===== src/rtl/ram_btn_writer.sv =====
// Button-driven RAM writer: three buttons edit a data word and an address, and a
// commit writes the word to the data RAM, reads it back and checks it.
module ram_btn_writer #(
    parameter int AW = 16,
    parameter int DW = 32,
    parameter int RD_LAT = 2,
    parameter logic [AW-1:0] INIT_ADDR = '0
) (
    input  logic          clk,
    input  logic          rst,
    input  logic [2:0]    btn,
    input  logic [DW-1:0] q,
    output logic [AW-1:0] address,
    output logic [DW-1:0] data,
    output logic          wren,
    output logic          busy,
    output logic          err,
    output logic [15:0]   wr_count
);

    localparam int CW = (RD_LAT > 1) ? $clog2(RD_LAT) : 1;
    localparam logic [CW-1:0] WAIT_LAST = CW'(RD_LAT - 1);

    typedef enum logic [2:0] {
        IDLE,
        WRITE,
        WAIT,
        CHECK,
        ERR
    } state_t;

    state_t        state;
    logic [2:0]    sync1;
    logic [2:0]    sync2;
    logic [2:0]    sync3;
    logic [2:0]    btn_edge;
    logic [CW-1:0] wait_cnt;

    // Synchronizer stages reset high so a button held through reset never looks
    // like a fresh press; the edge is registered once more before the FSM uses it.
    always_ff @(posedge clk) begin
        if (rst) begin
            sync1    <= 3'b111;
            sync2    <= 3'b111;
            sync3    <= 3'b111;
            btn_edge <= 3'b000;
            state    <= IDLE;
            address  <= INIT_ADDR;
            data     <= '0;
            wren     <= 1'b0;
            busy     <= 1'b0;
            err      <= 1'b0;
            wr_count <= 16'd0;
            wait_cnt <= '0;
        end else begin
            sync1    <= btn;
            sync2    <= sync1;
            sync3    <= sync2;
            btn_edge <= sync2 & ~sync3;

            case (state)
                IDLE: begin
                    // Commit wins over address step, which wins over data step.
                    if (btn_edge[1]) begin
                        state <= WRITE;
                        wren  <= 1'b1;
                        busy  <= 1'b1;
                    end else if (btn_edge[2]) begin
                        address <= address + AW'(1);
                    end else if (btn_edge[0]) begin
                        data <= data + DW'(1);
                    end
                end
                WRITE: begin
                    wren     <= 1'b0;
                    wait_cnt <= '0;
                    state    <= WAIT;
                end
                WAIT: begin
                    if (wait_cnt == WAIT_LAST) begin
                        state <= CHECK;
                    end else begin
                        wait_cnt <= wait_cnt + CW'(1);
                    end
                end
                CHECK: begin
                    busy <= 1'b0;
                    if (q == data) begin
                        wr_count <= wr_count + 16'd1;
                        address  <= address + AW'(1);
                        state    <= IDLE;
                    end else begin
                        err   <= 1'b1;
                        state <= ERR;
                    end
                end
                ERR: begin
                    wren <= 1'b0;
                    busy <= 1'b0;
                end
                default: begin
                    state <= IDLE;
                    wren  <= 1'b0;
                    busy  <= 1'b0;
                end
            endcase
        end
    end

endmodule


===== config.mk =====
export PLATFORM = sky130hd
export DESIGN_NAME = ram_btn_writer
export DESIGN_NICKNAME = d
export VERILOG_FILES = /design/src/rtl/ram_btn_writer.sv
export SDC_FILE = /design/constraint.sdc
export NUM_CORES = 1
export LEC_CHECK = 0
export ABC_AREA = 0
export BUFFER_PORTS_ARGS = -buffer_cell sky130_fd_sc_hd__buf_2
export CAP_MARGIN = 20
export CORE_MARGIN = 2
export CORE_UTILIZATION = 50
export CTS_CLUSTER_DIAMETER = 50
export DETAILED_ROUTE_END_ITERATION = 16
export GPL_TIMING_DRIVEN = 0
export PLACE_DENSITY = 0.81
export SKIP_LAST_GASP = 1
export SLEW_MARGIN = 20
export SYNTH_ARGS = -nofsm -noshare
export SYNTH_HDL_FRONTEND = slang
export SYNTH_SLANG_ARGS = --single-unit

===== constraint.sdc =====
create_clock -name clk -period 4.6 [get_ports clk]
set_input_delay 0 -clock clk [delete_from_list [all_inputs] [get_ports clk]]
set_output_delay 0 -clock clk [all_outputs]
set_load 0.005 [all_outputs]

==> flow_summary.yaml, run 1 <==
status:
  status: "complete, no violations"
place:
  hpwl_um: 8040
  place_inst: 707
  place.gp.congestion: 0.837
  port_buffers: 103
  place_ws_ps: 2140
logic_synthesis:
  yosys_warnings: 0
  synth_cells: 496
  ys_async_sr_fraction_pct: 0
  ys.flop_type: "dfxtp_1"
  yosysUniqueCellTypes: 51
  synth.top_cell.area_share_pct: 37.6
  syn_area_um2: 4420
  ys_ff_latch: 83
  synth-edff-count: 0
  yosysTopAreaCell: "dfxtp_1"
  ys_top_cells_by_area: "dfxtp_1 38%, xor2_1 7.7%, nor2_1 4.8%"
  synthesis.nets: 536
  ys_seq_area_share_pct: 37.6
  syn_area_per_cell_um2: 8.90
grt:
  use_met2_pct: 38.0
  grt_pass1_wl_um: 18200
  antenna_found_initial: 0
  grt-busiest-layer: "met2"
  grt_max_degree: 14
  grt_pass1_vias: 3756
  grt_overflow: 0
  track_usage_pct: 23.2
  grt_use_met3_pct: 5.51
  use_met1_pct: 30.1
worst_setup_path:
  arrival_ps: 2760
  crit_fanout: 10
  crit_type: "reg -> reg"
  critPathLaunchType: "register"
  rrSetupSlack_ps: 2090
  end_kind: "register"
  worst_r2r_path_depth: 7
  cp.required_ps: 4850
sta:
  finalSetupTns_ps: 0
  drv_slew: 0
  setup_viol: 0
  worst_pin_slew_ps: 565
  relSlewSlack_pct: 62.1
  max_freq_ghz: 0.399
  rsz0062_at_grt: "false"
  period_needed_ps: 2510
  finalHoldViolCount: 0
  final.setup.worst_slack_ps: 2090
  fin_crit_sh_pct: 54.5
  finClkSkew_ps: 7.61
worst_hold_path:
  whs_path_depth: 3
  hp-class: "in -> reg"
layout:
  register_area_um2: 1660
  nets: 654
  multi_input_area_um2: 2570
  syn_to_final_growth_pct: 19.9
  fillers: 758
  final_cells: 727
  drive_gt1_share_pct: 27.5
  antenna_cells: 0
power:
  power_uw: 1330
  power_switching_uw: 323
  clkPwrFrac_pct: 39.3
  p_int_uw: 1010
  peakVddDrop_uv: 198
  p_per_area_nw_per_um2: 252
  sequentialPowerShare_pct: 54.7
  combPwrFrac_pct: 6.0
  switching_share_pct: 24.2
  leakage_uw: 0.00228
clocking:
  clock_path_buffers: 2
  cts_buffers: 9
  cts_tree: "done"
  htreeDepth: 3
  clock-sinks: 83
  clk_pin_slew_ps: 90
  clk_latency_ps: 360
  clockRootBuffer: "clkbuf_8"
  cts_setup_buffers: 0
floorplan:
  io_pins: 104
  floorplan.initialDensity_pct: 51.1
  coreArea_um2: 8640
  design.die.area_um2: 9600
  fp.dieH_um: 98.0
  rows: 34
  die-width_um: 98.0
routing:
  via_count: 4052
  wirelength_um: 11100
  wl_per_cell_um: 15.2
  drcViolationCount: 0
  ant_nets: 0
  dr.pass1.iters: 4
  viasPerCell: 5.57
  drtIter0Drc: 180
flow_run:
  maxCapViolCount: 0
kinds of logic (layout without fill, tap and decap cells):
family,count (synthesis),in the layout,share of synthesized area [%]
AND/OR/NAND/NOR,240,240,32.2
flip-flops,83,83,37.6
XOR/XNOR,56,56,11.1
AO/OA/AOI/OAI,50,50,7.45
buffers and inverters,38,161,4.19
multiplexers,26,26,6.54
adder cells (fa/ha/maj),3,3,0.850
power by group through the flow:
stage               clock [µW]  sequential (µW)  combinational (µW)
floorplan                    0              746                42.3
global placement             0              746                73.5
detailed placement           0              746                76.7
CTS                        527              729                79.9
global route               560              731                87.8
finish                     524              729                79.6
worst max-delay path, cell delays in order, from the launching register on:
cell and delay [ps]:
dfxtp_1 370, xor2_1 200, nor4_4 350, nand3_2 220, buf_6 210, nor4_4 500, nand3_1 200, mux2_1 340
cell usage after synthesis (all sizes together) (13+ instances only):
library cell / n
nor2: 56
a21oi: 19
dfxtp: 83
clkbuf: 15
xor2: 39
nor2b: 26
nand2: 27
buf: 13
xnor2: 17
o21ai: 15
nor4: 20
nand4: 17
nand3: 30
mux2: 23
placed cells by master (no fill, tap or decap), types with 2 or more instances in the layout:
master	synthesis	layout
mux2_1	15	15
ha_1	3	3
nor4_4	4	4
buf_2	7	110
nor3b_1	6	6
clkbuf_1	15	18
nand2_1	27	27
nor3_1	7	7
o31ai_1	3	3
nor4_1	7	7
nand4_1	16	16
o32ai_1	2	2
nand2b_1	3	3
o21ai_0	14	14
dlygate4sd3_1	0	4
nor2b_1	26	26
and4_1	5	5
mux2_2	8	8
nor2_1	56	56
dfxtp_1	83	83
or3_1	12	12
or2_2	10	10
nor4_2	9	9
buf_6	4	4
and3_1	10	10
or4_1	2	2
clkbuf_8	0	9
a21oi_1	19	19
and2_1	5	5
mux2i_1	3	3
nand3_1	27	27
o32ai_2	3	3
xnor2_1	17	17
inv_1	9	9
nand3_2	3	3
xor2_1	39	39
layer usage:
layer	vias to the layer above	wire (µm)
li1	1972	-
met1	1969	4830
met2	91	5520
met3	20	487
met4	0	242
met5	-	0
path summary, 6_finish.rpt:
kind | start | to
worst max-delay path | data[8]$_SDFFE_PP0P_ | wr_count[15]$_SDFFE_PP0P_
worst min-delay path | btn[2] | sync1[2]$_SDFF_PP1_
worst max register to register | data[8]$_SDFFE_PP0P_ | wr_count[15]$_SDFFE_PP0P_
worst min register to register | sync3[1]$_SDFF_PP1_ | btn_edge[1]$_SDFF_PP0_
what timing repair did:
action / in CTS / in global routing
hold endpoints to repair: 4 / 0
resized for setup: 0 / 0
hold buffers: 4 / 0
endpoints found under the setup margin: 0 / 0
sequential cells by signal (all words and copies together), names as in the netlist, 3 cells and up:
register / count
data: 32
address: 16
wr_count: 16
btn_edge: 3
state: 3
sync1: 3
sync2: 3
sync3: 3
layout make-up:
type | instances | area share, %
plain buffers | 28 | 2.79
clock buffers | 12 | 2.55
clock inverters | 4 | 0.969
inverters | 10 | 0.709
repair buffers | 107 | 10.5
well taps | 108 | 2.55
flip-flops and latches | 83 | 31.4
multi-input cells | 375 | 48.5
per-stage QoR:
stage | util, % | hold slack, ps | cell area (µm²)
2_1_floorplan | - | 104 | 4420
3_3_place_gp | 58.7 | 183 | 5070
3_5_place_dp | 58.7 | 187 | 5070
4_1_cts | 61.3 | 350 | 5290
5_1_grt | 61.3 | 342 | 5290
6_report | 61.3 | 364 | 5290
No activity file was read; power rests on OpenSTA's default activity.
==> run 2: changes to the inputs <==
clock period = 2.6 ns   (was 4.6 ns; I/O delays follow)
==> run 2 against run 1 <==
  * Final area increased by 0.43%
  * Power increased by 77%
  * Clock-buffer cell count unchanged
  * Worst setup slack got worse by 1900 ps
  * Die area unchanged
  * Critical path type unchanged
  * Largest cell class unchanged
==> flow_summary.yaml, run 2 (synthesis gave the netlist of run 1 again) <==
status:
  status: "complete, no violations"
power:
  peakVddDrop_uv: 351
  power_uw: 2360
  p_per_area_nw_per_um2: 444
  leakage_uw: 0.00229
sta:
  relSlewSlack_pct: 62.5
  finalSetupTns_ps: 0
  period_needed_ps: 2450
  final.setup.worst_slack_ps: 155
  fin_crit_sh_pct: 94.1
  finClkSkew_ps: 8.61
  setup_viol: 0
  worst_pin_slew_ps: 563
  drv_slew: 0
  finalHoldViolCount: 0
  max_freq_ghz: 0.409
  rsz0062_at_grt: "false"
layout:
  syn_to_final_growth_pct: 20.4
  fillers: 756
  largest_reg_flops: 32
  final_cells: 730
  final_cell_mix: "110 x buf_2, 83 x dfxtp_1, 56 x nor2_1"
  antenna_cells: 0
  final_util_pct: 61.6
  regMostFlops: "data"
  largest_registers: "data: 32 flops, address: 16 flops, wr_count: 16 flops"
  nets: 657
  final_common_cell: "buf_2"
  drive_gt1_share_pct: 27.8
routing:
  ant_nets: 0
  dr_wl_met3_um: 516
  drtIter0Drc: 251
  via_count: 4068
  wl_per_cell_um: 15.2
  dr.pass1.iters: 6
  wl_met1_um: 4850
  highest_layer: "met4"
  drcViolationCount: 0
  viasPerCell: 5.57
  wirelength_um: 11100
  met2_length_um: 5530
worst_setup_path:
  crit_fanout: 10
  cp.required_ps: 2850
  end_kind: "register"
  arrival_ps: 2690
  crit_type: "reg -> reg"
  critPathLaunchType: "register"
grt:
  antenna_found_initial: 0
  track_usage_pct: 23.2
  grt_pass1_wl_um: 18200
  grt_overflow: 0
  grt_max_degree: 14
  grt_pass1_vias: 3756
clocking:
  cts_buffers: 9
  clk_pin_slew_ps: 90
  clk_latency_ps: 360
  cts-resized-gates: 0
  htreeDepth: 3
  clock_path_buffers: 2
  clock-sinks: 83
  cts_tree: "done"
  clockRootBuffer: "clkbuf_8"
place:
  place_inst: 707
  hpwl_um: 8040
  place_ws_ps: 135
  place.gp.congestion: 0.837
  port_buffers: 103
floorplan:
  fp.dieH_um: 98.0
  coreArea_um2: 8640
  floorplan.initialDensity_pct: 51.1
  rows: 34
  die-width_um: 98.0
  io_pins: 104
  design.die.area_um2: 9600
flow_run:
  maxCapViolCount: 0
worst_hold_path:
  hp-class: "in -> reg"
-- run 2: routing by layer --
layer / global-route usage, % / vias up
met5: 0 / -
met1: 30.1 / 1963
met4: 8.12 / 0
met2: 38.0 / 106
li1: - / 1976
met3: 5.51 / 23
-- run 2: critical path, cell delays in order (launching register included) --
cell and delay [ps]:
dfxtp_1 470, xor2_1 120, nor4_2 340, nand4_2 280, or2_1 330, buf_6 160, o31ai_1 280, mux2_1 350
-- run 2: path summary, 6_finish.rpt --
| kind | startpoint | end | slack [ps] | cells after the start |
|---|---|---|---|---|
| max | data[25]$_SDFFE_PP0P_ | address[9]$_SDFFE_PP0P_ | 150 | 7 |
| min | btn[2] | sync1[2]$_SDFF_PP1_ | 360 | 3 |
| max reg2reg | data[25]$_SDFFE_PP0P_ | address[9]$_SDFFE_PP0P_ | 150 | 7 |
| min reg2reg | sync3[1]$_SDFF_PP1_ | btn_edge[1]$_SDFF_PP0_ | 400 | 1 |
-- run 2: what timing repair did --
item,4_1_cts,5_1_grt
hold buffers,4,0
hold endpoints to repair,4,0
buffers inserted,0,3
endpoints found under the setup margin,0,7
-- run 2: per-stage QoR --
stage | hold slack (ps) | area (µm²)
after floorplan | 104 | 4420
after global placement | 183 | 5070
after detailed placement | 187 | 5070
after CTS | 350 | 5290
after global routing | 342 | 5320
final | 360 | 5320
-- run 2: area by class of cell --
cell class / instances / area [µm²] / area share (%)
multi-input cells: 375 / 2570 / 48.3
flip-flops and latches: 83 / 1660 / 31.3
repair buffers: 110 / 578 / 10.9
plain buffers: 28 / 148 / 2.78
clock buffers: 12 / 135 / 2.54
well taps: 108 / 135 / 2.54
clock inverters: 4 / 51.3 / 0.965
inverters: 10 / 37.5 / 0.706
-- run 2: power by group --
part           total, µW  switching, µW  internal, µW
combinational        141           81.3          60.0
sequential          1290           8.35          1280
clock                928            482           446
total               2360            572          1790
==> run 3: changes to the inputs <==
BUFFER_PORTS_ARGS = default   (was -buffer_cell sky130_fd_sc_hd__buf_2)
DONT_BUFFER_PORTS = 1   (was default)
PLACE_DENSITY = 0.71   (was 0.81)
==> run 3 against run 2 <==
  * Clock power rose by 7.5%
  * Global-route usage fell by 1.8 points
  * Non-clock buffer count down 106
  * Maximum frequency fell by 0.96%
  * Worst hold slack got worse by 290 ps
  * Final area fell by 9.7%
  * Register-to-register slack got worse by 20 ps
  * Clock-buffer cell count fell by 2
  * Largest cell class unchanged
  * Cell count is 15% lower
  * Worst setup slack worse by 24 ps
==> flow_summary.yaml, run 3 (synthesis gave the netlist of run 1 again) <==
layout:
  final_cells: 621
  register_area_um2: 1670
  antenna_cells: 0
  fillers: 790
  regMostFlops: "data"
  final_cell_mix: "79 x dfxtp_1, 56 x nor2_1, 39 x xor2_1"
  multi_input_area_um2: 2570
  final_common_cell: "dfxtp_1"
  syn_to_final_growth_pct: 8.67
  nets: 551
  drive_gt1_share_pct: 13.8
  largest_reg_flops: 32
  final_util_pct: 55.6
  largest_registers: "data: 32 flops, address: 16 flops, wr_count: 16 flops"
worst_setup_path:
  end_kind: "register"
  max_stage_delay_ps: 640
  critPathBufInv: 1
  critPathLaunchType: "register"
  setup.worst_path.start: "data[3]$_SDFFE_PP0P_"
  path_cells: "buf_2, xor2_1, nor4_2, nand4_2, nor4_4, nand3_1, mux2_1"
  slowest_stage: "nor4_4"
  crit_type: "reg -> reg"
  cp.required_ps: 2840
  reg2reg_from: "data[3]$_SDFFE_PP0P_"
  crit_fanout: 8
  critical-path-top-delay-family: "simple AND/OR/NAND/NOR gates"
  arrival_ps: 2710
grt:
  grt_max_degree: 13
  grt_overflow: 0
  antenna_found_initial: 0
  grt-busiest-layer: "met2"
  use_met1_pct: 28.1
  grt_pass1_vias: 3376
  track_usage_pct: 21.5
  grt_pass1_wl_um: 16700
  grt_use_met3_pct: 6.44
  use_met2_pct: 33.8
routing:
  drcViolationCount: 0
  via_count: 3580
  ant_nets: 0
  wl_per_cell_um: 16.4
  drtIter0Drc: 143
  wirelength_um: 10200
  dr.pass1.iters: 4
  viasPerCell: 5.76
floorplan:
  die-width_um: 98.0
  io_pins: 104
  fp.dieH_um: 98.0
  rows: 34
  coreArea_um2: 8640
  design.die.area_um2: 9600
  floorplan.initialDensity_pct: 51.1
place:
  place_inst: 604
  port_buffers: 0
  place.gp.congestion: 0.824
  hpwl_um: 7570
sta:
  whs_ps: 68.8
  finClkSkew_ps: 12.0
  max_freq_ghz: 0.405
  rsz0062_at_grt: "true"
  finalHoldViolCount: 0
  period_needed_ps: 2470
  relSlewSlack_pct: 60.6
  drv_slew: 0
  fin_crit_sh_pct: 95.0
  setup_viol: 0
  worst_pin_slew_ps: 587
worst_hold_path:
  hp-class: "in -> reg"
  hp-start: "rst"
clocking:
  clk_pin_slew_ps: 80
  cts_tree: "done"
  clock_path_buffers: 2
  cts_buffers: 9
  clockRootBuffer: "clkbuf_8"
  cts_setup_buffers: 0
  clk_latency_ps: 350
  clock-sinks: 83
  htreeDepth: 3
power:
  p_per_area_nw_per_um2: 499
  peakVddDrop_uv: 305
  leakage_uw: 0.00178
flow_run:
  maxCapViolCount: 0
status:
  status: "complete, no violations"
## run 3: final timing paths
check	to	slack (ps)	cells after the start
hold / removal	btn_edge[2]$_SDFF_PP0_	70	2
hold reg to reg	btn_edge[2]$_SDFF_PP0_	390	1
setup / recovery	wr_count[15]$_SDFFE_PP0P_	130	7
setup reg to reg	wr_count[15]$_SDFFE_PP0P_	130	7
## run 3: timing repair
item / 4_1_cts / 5_1_grt
setup endpoints to repair: 0 / 9
hold buffers: 4 / 0
hold endpoints to repair: 4 / 0
gates resized for setup: 0 / 4
## run 3: stage by stage
| stage | power [µW] | worst slack (ps) | setup TNS (ps) | cell area [µm²] |
|---|---|---|---|---|
| finish | 2390 | 131 | 0 | 4800 |
| CTS | 2420 | 72.9 | 0 | 4790 |
| global placement | 1420 | 121 | 0 | 4550 |
| global route | 2470 | -8.77 | -14.1 | 4800 |
| floorplan | 1390 | 432 | 0 | 4420 |
| detailed placement | 1420 | 124 | 0 | 4550 |
## run 3: layer usage
layer,routed length [µm],share of wire (%)
met1,4490,44
met2,4780,47
met3,745,7.3
met4,183,1.8
met5,0,0
## run 3: report_power, final
group / switching (µW) / leakage [µW] / internal [µW]
registers: 10.4 / 0.000673 / 1280
clock network: 447 / 0.000104 / 550
logic: 64.7 / 0.000999 / 38.1
total: 523 / 0.00178 / 1870
## run 3: final cells by class
| type | instances | share of cell area [%] |
|---|---|---|
| inverter | 10 | 0.782 |
| timing repair buffer | 4 | 0.834 |
| multi-input combinational | 375 | 53.5 |
| buffer | 28 | 3.08 |
| tap | 108 | 2.82 |
| clock inverter | 3 | 1.36 |
| clock buffer | 10 | 2.87 |
| sequential | 83 | 34.7 |
## run 3: worst reg2reg max path, cell delays in order, from the launching register on
cell	delay, ps
dfxtp_1	330
buf_2	170
xor2_1	190
nor4_2	250
nand4_2	260
nor4_4	650
nand3_1	180
mux2_1	340
